===== src/rtl/alut_pkg25.sv =====
// Shared ALUT definitions: table geometry, entry field layout and the aging FSM states.
// Used by the aging scheduler and kept in step with the dual-port table memory.
package alut_pkg25;

    localparam int ALUT_DW           = 83;
    localparam int ALUT_DD           = 256;
    localparam int ALUT_AW           = 8;
    localparam int ALUT_TW           = 32;
    localparam int ALUT_VB           = 82;
    localparam int ALUT_TS_LSB       = 0;
    localparam int ALUT_TS_MSB       = ALUT_TW - 1;
    localparam int ALUT_AGE_INTERVAL = 1024;

    typedef enum logic [2:0] {
        AGE_IDLE = 3'd0,
        AGE_RD   = 3'd1,
        AGE_CHK  = 3'd2,
        AGE_WR   = 3'd3,
        AGE_DONE = 3'd4
    } age_state_e;

endpackage


===== src/rtl/alut_age_timer25.sv =====
// Free-running entry timestamp plus, when ALUT_AGE_AUTO_EN is defined, an interval
// counter that requests a sweep every AGE_INTERVAL ticks (held pending while busy).
module alut_age_timer25 #(
    parameter int TW           = 32,
    parameter int AGE_INTERVAL = 1024
) (
    input  logic          clk_i,
    input  logic          rst_i,
    input  logic          tick_i,
    input  logic          accept_i,
    output logic [TW-1:0] cur_time_o,
    output logic          auto_start_o
);

    logic [TW-1:0] time_q;

    // Timestamp advances once per tick and wraps modulo 2^TW.
    always_ff @(posedge clk_i) begin
        if (rst_i) begin
            time_q <= '0;
        end else if (tick_i) begin
            time_q <= time_q + TW'(1);
        end else begin
            time_q <= time_q;
        end
    end

    assign cur_time_o = time_q;

`ifdef ALUT_AGE_AUTO_EN
    logic [31:0] ivl_q;
    logic        pend_q;
    logic        expire_s;

    assign expire_s = tick_i && (ivl_q == 32'(AGE_INTERVAL - 1));

    // An expiry that cannot launch immediately stays pending until the FSM accepts it.
    always_ff @(posedge clk_i) begin
        if (rst_i) begin
            ivl_q  <= 32'd0;
            pend_q <= 1'b0;
        end else begin
            if (expire_s) begin
                ivl_q <= 32'd0;
            end else if (tick_i) begin
                ivl_q <= ivl_q + 32'd1;
            end else begin
                ivl_q <= ivl_q;
            end
            if (accept_i) begin
                pend_q <= 1'b0;
            end else if (expire_s) begin
                pend_q <= 1'b1;
            end else begin
                pend_q <= pend_q;
            end
        end
    end

    assign auto_start_o = expire_s || pend_q;
`else
    logic unused_auto_s;
    assign unused_auto_s = accept_i ^ (AGE_INTERVAL == 0);
    assign auto_start_o  = 1'b0;
`endif

endmodule


===== src/rtl/alut_age_sched25.sv =====
// ALUT aging scheduler: sweeps the table through the age port (read, check, write-back)
// and invalidates stale entries. ALUT_AGE_AUTO_EN adds periodic automatic sweeps.
module alut_age_sched25
    import alut_pkg25::*;
#(
    parameter int DW           = ALUT_DW,
    parameter int DD           = ALUT_DD,
    parameter int TW           = ALUT_TW,
    parameter int VB           = ALUT_VB,
    parameter int AGE_INTERVAL = ALUT_AGE_INTERVAL
) (
    input  logic          pclk25,
    input  logic          prst25,
    input  logic          age_en25,
    input  logic          age_start25,
    input  logic [TW-1:0] age_thresh25,
    input  logic          tick25,
    input  logic [7:0]    mem_addr_add25,
    input  logic          mem_write_add25,
    input  logic [DW-1:0] mem_read_data_age25,
    output logic [7:0]    mem_addr_age25,
    output logic          mem_write_age25,
    output logic [DW-1:0] mem_write_data_age25,
    output logic [TW-1:0] cur_time25,
    output logic          sweep_busy25,
    output logic          sweep_done25,
    output logic [8:0]    aged_cnt25
);

    localparam logic [7:0] LAST_ADDR = 8'(DD - 1);

    age_state_e    state_q, state_d;
    logic [7:0]    addr_q, addr_d;
    logic [8:0]    cnt_q, cnt_d;
    logic          hazard_q, hazard_d;
    logic [DW-1:0] wdata_q, wdata_d;

    logic          auto_start_s;
    logic          start_s;
    logic          add_hit_s;
    logic          advance_s;
    logic [TW-1:0] age_s;
    logic          expired_s;

    alut_age_timer25 #(
        .TW           (TW),
        .AGE_INTERVAL (AGE_INTERVAL)
    ) u_timer (
        .clk_i        (pclk25),
        .rst_i        (prst25),
        .tick_i       (tick25),
        .accept_i     ((state_q == AGE_IDLE) && age_en25),
        .cur_time_o   (cur_time25),
        .auto_start_o (auto_start_s)
    );

    assign start_s   = (age_start25 || auto_start_s) && age_en25;
    assign add_hit_s = mem_write_add25 && (mem_addr_add25 == addr_q);
    // Modulo subtraction keeps the age correct across timestamp wrap.
    assign age_s     = cur_time25 - mem_read_data_age25[TW-1:0];
    assign expired_s = mem_read_data_age25[VB] && (age_s > age_thresh25);

    // Sweep sequencing: next state, address, hazard latch, write-back data and aged count.
    always_comb begin
        state_d   = state_q;
        addr_d    = addr_q;
        cnt_d     = cnt_q;
        hazard_d  = hazard_q;
        wdata_d   = wdata_q;
        advance_s = 1'b0;
        case (state_q)
            AGE_IDLE: begin
                if (start_s) begin
                    cnt_d    = 9'd0;
                    addr_d   = 8'd0;
                    hazard_d = 1'b0;
                    state_d  = AGE_RD;
                end else begin
                    state_d  = AGE_IDLE;
                end
            end
            AGE_RD: begin
                if (!age_en25) begin
                    state_d  = AGE_IDLE;
                end else begin
                    hazard_d = add_hit_s;
                    state_d  = AGE_CHK;
                end
            end
            AGE_CHK: begin
                if (!age_en25) begin
                    state_d = AGE_IDLE;
                end else if (expired_s && !(hazard_q || add_hit_s)) begin
                    wdata_d     = mem_read_data_age25;
                    wdata_d[VB] = 1'b0;
                    state_d     = AGE_WR;
                end else begin
                    advance_s = 1'b1;
                end
            end
            AGE_WR: begin
                if (!age_en25) begin
                    state_d = AGE_IDLE;
                end else begin
                    if (!add_hit_s) begin
                        cnt_d = cnt_q + 9'd1;
                    end else begin
                        cnt_d = cnt_q;
                    end
                    advance_s = 1'b1;
                end
            end
            AGE_DONE: state_d = AGE_IDLE;
            default:  state_d = AGE_IDLE;
        endcase
        if (advance_s) begin
            if (addr_q == LAST_ADDR) begin
                state_d = AGE_DONE;
            end else begin
                addr_d  = addr_q + 8'd1;
                state_d = AGE_RD;
            end
        end else begin
            addr_d = addr_d;
        end
    end

    // Sweep state registers.
    always_ff @(posedge pclk25) begin
        if (prst25) begin
            state_q  <= AGE_IDLE;
            addr_q   <= 8'd0;
            cnt_q    <= 9'd0;
            hazard_q <= 1'b0;
            wdata_q  <= '0;
        end else begin
            state_q  <= state_d;
            addr_q   <= addr_d;
            cnt_q    <= cnt_d;
            hazard_q <= hazard_d;
            wdata_q  <= wdata_d;
        end
    end

    assign mem_addr_age25       = addr_q;
    assign mem_write_data_age25 = wdata_q;
    // A same-cycle add-port write to this entry, or an abort, suppresses the write-back.
    assign mem_write_age25      = (state_q == AGE_WR) && age_en25 && !add_hit_s;
    assign sweep_busy25         = (state_q == AGE_RD) || (state_q == AGE_CHK) || (state_q == AGE_WR);
    assign sweep_done25         = (state_q == AGE_DONE);
    assign aged_cnt25           = cnt_q;

endmodule


===== config.mk =====
export PLATFORM = sky130hd
export DESIGN_NAME = alut_age_sched25
export DESIGN_NICKNAME = d
export VERILOG_FILES = /design/src/rtl/alut_pkg25.sv /design/src/rtl/alut_age_timer25.sv /design/src/rtl/alut_age_sched25.sv
export SDC_FILE = /design/constraint.sdc
export NUM_CORES = 1
export LEC_CHECK = 0
export ABC_AREA = 1
export BUFFER_PORTS_ARGS = -buffer_cell sky130_fd_sc_hd__buf_2
export CAP_MARGIN = 15
export CORE_UTILIZATION = 44
export DETAILED_ROUTE_END_ITERATION = 12
export PLACE_DENSITY = 0.69
export SYNTH_ARGS = -nofsm -noshare
export SYNTH_HDL_FRONTEND = slang
export SYNTH_HIERARCHICAL = 1
export SYNTH_SLANG_ARGS = --single-unit

===== constraint.sdc =====
create_clock -name pclk25 -period 8.5 [get_ports pclk25]
set_input_delay 0.425 -clock pclk25 [delete_from_list [all_inputs] [get_ports pclk25]]
set_output_delay 0.425 -clock pclk25 [all_outputs]
set_load 0.03 [all_outputs]

Yosys cells after proc, flatten, opt, wreduce, memory -nomap -nowiden
Cells that the tools add are included.
- register bits after elaboration: 135
- bits in latches: 0
- bits in writable memories: 0
- ROM bits: 0
- input bits: 129
- output and inout bits: 135
- word-level logic and storage cells: 64
- memories kept: 0
- $add $sub $neg: 4
- $mul: 0
- divide/modulo/power cells: 0
- order comparisons: 1
- eq/ne operators: 12
- shift-type cells: 0
- muxes and demuxes: 23
- bitwise operators: 0
- reductions and logical operators: 18
- operator list (kind ; number):
    $add A32 B1 Y32 const B ; 1
    $gt A32 B32 Y1 ; 1
    $mux W8 ; 4
    $sub A32 B32 Y32 ; 1
    $mux W9 ; 3
    $pmux W9 S2 ; 1
    $mux W3 ; 5
    $pmux W3 S4 ; 1
    $add A9 B1 Y9 const B ; 1
    $add A8 B1 Y8 const B ; 1
    $eq A8 B8 Y1 ; 1
    $eq A8 B8 Y1 const B ; 1
    $ne A2 B2 Y1 const B ; 4
    $eq A3 B2 Y1 const B ; 2
    $logic_and A1 B1 Y1 ; 6
    $mux W1 ; 6
    $reduce_and A3 Y1 ; 2
    $ne A4 B4 Y1 const B ; 1
    $pmux W1 S2 ; 2
    $reduce_and A4 Y1 ; 1
    $reduce_bool A2 Y1 ; 2
    $eq A3 B1 Y1 const B ; 1
    $eq A3 B3 Y1 const B ; 1
    $logic_not A3 Y1 ; 1
    other kinds (5) ; 8

Logic depth before layout (Yosys ltp)
- word-level depth: 10
- depth in mapped cells: 27
- depth with buffers taken out: 27

By module
The synthesis kept the hierarchy.
- by module, submodules not included (module ; times used ; cells each ; area an instance (µm²) ; seq. area each (µm²)):
    alut_age_sched25 ; 1 ; 1076 ; 7521.0 ; 2062.0
    alut_age_timer25 ; 1 ; 265 ; 1804.2 ; 640.6

Worst setup path before layout
No wires, ideal clock.
- path kind: register -> register
- start: reg u_timer.time_q[0] (netlist: u_timer/cur_time_o[0])
- end: reg wdata_q[10] (netlist: mem_write_data_age25[10])
- setup time: 132 ps
- arrival: 3316 ps
- required time: 8368 ps
- setup slack: 5052 ps
- cell stages (with the launch flop): 26
- buffers on the path: 2
- period minus slack after synthesis: 3448 ps
- cell sequence: dfxtp_1 > inv_1 > ha_1 > inv_1 > fa_1 > nand3_1 > nand2_1 > a21oi_1 > inv_1 > a21oi_1 > inv_1 > a21oi_1 > xnor2_1 > ha_1 > nand2_1 > inv_1 > nand2_1 > nand2_1 > nand2_1 > nand3_1 > a21oi_1 > nand2_1 > buf_6 > clkbuf_8 > nand4_1 > a21oi_1
- cells in the longest elaborated chain, start to end: 5
- RTL lines (item ; RTL line ; text):
    from (decl) ; alut_age_timer25.sv:15 ; logic [TW-1:0] time_q;
    from (signal assigned) ; alut_age_timer25.sv:22 ; time_q <= time_q + TW'(1);
    from (signal assigned) ; alut_age_timer25.sv:24 ; time_q <= time_q;
    $sub A32 B32 Y32 ; alut_age_sched25.sv:60 ; assign age_s = cur_time25 - mem_read_data_age25[TW-1:0];
    $gt A32 B32 Y1 ; alut_age_sched25.sv:61 ; assign expired_s = mem_read_data_age25[VB] && (age_s > age_thresh25);
    $logic_and A1 B1 Y1 ; alut_age_sched25.sv:61 ;
    $logic_and A1 B1 Y1 ; alut_age_sched25.sv:93 ; end else if (expired_s && !(hazard_q || add_hit_s)) begin
    $reduce_and A3 Y1 (no source line) ; - ;
    to (signal assigned) ; alut_age_sched25.sv:141 ; wdata_q <= wdata_d;
    to (decl) ; alut_age_sched25.sv:36 ; logic [DW-1:0] wdata_q, wdata_d;
Every way passes these cells.
A chain may end at the register's enable or synchronous reset.

Worst setup path after layout
- start: reg u_timer.time_q[0] (netlist: u_timer/cur_time_o[0])
- end: reg wdata_q[4] (netlist: mem_write_data_age25[4])
Same word-level chain as after synthesis.

==> out/metrics.cfg <==
[outcome]
outcome=finished clean

[power]
p_switching_mw=0.490
sw_frac_of_total=0.298
p_leak_nw=5.50
cellPowerDensity_nw_per_um2=148
combPwrFrac=0.126
internal_power_mw=1.16
clkPwrFrac=0.486
pwr-share-seq=0.388
irDropWorstVdd_mv=0.113

[place]
dpl.hpwl_mm=21.2
placed_cell_area_um2=10500
post-place-ws_ns=3.08
gp_congestion=0.987
io_buffers=262

[synth]
syn_inst=1341
synthFlopType=dfxtp_1
synth_top_area_frac=0.290
synth_area_leaders=dfxtp_1, nand2_1, a21oi_1
seq_area_frac_synth=0.290
yosysTopAreaCell=dfxtp_1
yosysMostFrequentCell=nand2_1
synth.distinct_cells=46
synth_common_cells=nand2_1, a21oi_1, inv_1, dfxtp_1, nor2_1
async_flop_share=0
yosys_warnings=6
syn_area_per_cell_um2=6.95
syn_nets=1537
synth_area_um2=9330
ys_seq_elements=135
synth-edff-count=0

[run]
cap_violations=0

[routing]
vias_per_cell=5.18
wl_per_cell_um=15.3
routed-via-count=9629
ant_nets=0
routed_wl_mm=28.4
drc=0
drtIter0Drc=719
first_pass_iters=6

[worst_setup_path]
r2r_cells=25
end_kind=register
worstSetupEndpoint=mem_write_data_age25[4]
r2r-end=mem_write_data_age25[4]
slowest_stage=nand3_4
path_class=reg2reg
slowest_delay_ns=0.95
reg2reg_slack_ns=3.10
cp-startpoint=u_timer/cur_time_o[0]
regToRegStartpoint=u_timer/cur_time_o[0]
critPathMaxFanout=84
worst_path_most_repeated_cell=nand2_1
cp.arrival_ns=5.68
required_ns=8.77
start_kind=register

[finish]
drive_above_1_share=0.222
stdcell_area_um2=11100
area_growth_pct=19.0
nNetsFinal=1768

[timing]
setup_ws_ns=3.10
setup_viol=0
tightest_slew_ns=1.06
fin_setup_tns_ns=0
rsz0062_at_grt=no
clock.fmax_mhz=185
min_period_ns=5.40
hold_violations=0
timing.final.crit_share=0.636
slew_violations=0
skew_ns=0.0136
relSlewSlack=0.296

[clocking]
path_clk_slew_ns=0.07
cts_root_buffer=clkbuf_16
post_cts.repair.setup_buffers=0
cts_hold_buf=0
cts_resized=0
cts_tree=done
cts.path.max_buffers=2
h-tree-depth=4
cts_inserted_buffers=17
clk_latency_ns=0.44
cts_sinks=135

[floorplanning]
num_rows=52
dieHeight_um=148
coreArea_um2=20500
dieWidth_um=148
die-area_um2=21800
initial_utilization=0.455
io_pins=264

[global_route]
grt_max_degree=96
grt_pass1_wl_mm=45.5
overflow=0
grtUsageTotal=0.261
antenna_found_initial=4
grt_pass1_vias=8843

[min_path]
hold_path_class=in2reg

-- cell usage in the layout (no fill, tap or decap), types with 3 or more instances in the layout --
cell type,n
nand3_2,3
o21ai_0,36
nor2_1,104
inv_6,6
a21oi_1,167
nand2_1,308
and3_1,4
o21bai_1,3
nor4_1,4
dfxtp_1,135
nor3_1,17
ha_1,66
xor2_1,27
buf_4,6
nand3_1,56
inv_1,165
inv_8,4
buf_2,261
nor2_2,12
o21ai_2,3
a21o_1,4
nand3b_1,7
diode_2,4
nand2_2,13
xnor2_1,15
o21a_1,3
a21boi_0,3
a31oi_1,4
clkbuf_16,17
nor2_4,10
inv_2,5
nand4_1,97
-- logic make-up (layout without fill, tap and decap cells) --
kind of cell | count (synthesis) | after routing | share of synthesized area
and+or+nand+nor | 641 | 641 | 0.321
other | 2 | 6 | 0.000805
AOI/OAI and AO/OA | 228 | 228 | 0.129
adders and majority gates | 67 | 67 | 0.0907
buffers and inverters | 226 | 470 | 0.129
DFF | 135 | 135 | 0.290
xor gates and xnor gates | 42 | 42 | 0.0394
-- worst min-delay path by stage --
stage                             startpoint                  endpoint  slack, ns  cells after the start
floorplan                           hazard_q                  hazard_q       0.52                      2
global placement    mem_write_data_age25[59]  mem_write_data_age25[59]       0.44                      2
global route         mem_read_data_age25[76]  mem_write_data_age25[76]       0.26                      3
CTS                  mem_read_data_age25[70]  mem_write_data_age25[70]       0.25                      3
detailed placement  mem_write_data_age25[72]  mem_write_data_age25[72]       0.45                      2
finish               mem_read_data_age25[70]  mem_write_data_age25[70]       0.26                      3
-- flip-flops by register name, indices dropped and copies added (netlist names) --
name / flops
aged_cnt25: 9
hazard_q: 1
mem_addr_age25: 8
u_timer/cur_time_o: 32
mem_write_data_age25: 82
state_q: 3
-- per-stage QoR --
step                std cells  hold WS [ns]  total power, mW  utilization
floorplan                1341         0.517            0.813            -
global placement         1823         0.444            0.857        0.511
detailed placement       1823         0.450            0.859        0.511
CTS                      1855         0.254             1.65        0.541
global route             1857         0.257             1.71        0.541
finish                   1859         0.261             1.65        0.542
-- area by class of cell --
type	instances	area [µm²]
sequential	135	2700
clock buffer	17	425
antenna	4	10.0
clock inverter	15	198
tap	270	338
inverter	171	644
timing repair buffer	267	1350
multi-input combinational	980	5430
fill	2065	9400
-- routing by layer --
| layer | track usage | part of all wire | up-vias |
|---|---|---|---|
| met5 | 0 | 0 | - |
| met1 | 0.349 | 0.46 | 4298 |
| met3 | 0.0543 | 0.073 | 50 |
| met2 | 0.413 | 0.44 | 357 |
| met4 | 0.0974 | 0.028 | 0 |
| li1 | - | - | 4924 |
-- worst max-delay path: cells and delay by family, from the launching register on --
kind | cells | cell delay [ns]
AND/OR/NAND/NOR | 16 | 2.47
AO/OA/AOI/OAI | 3 | 0.67
flip-flops | 1 | 0.38
adder cells (fa/ha/maj) | 3 | 0.82
buffers and inverters | 3 | 0.84
-- power by group through the flow --
stage,Clock [mW],Sequential [mW],Combinational (mW)
after floorplan,0,0.658,0.155
after global placement,0,0.654,0.204
after detailed placement,0,0.654,0.205
after CTS,0.808,0.639,0.206
after global routing,0.836,0.639,0.234
final,0.799,0.639,0.207
Note: power is estimated with default switching activity, not from simulation.
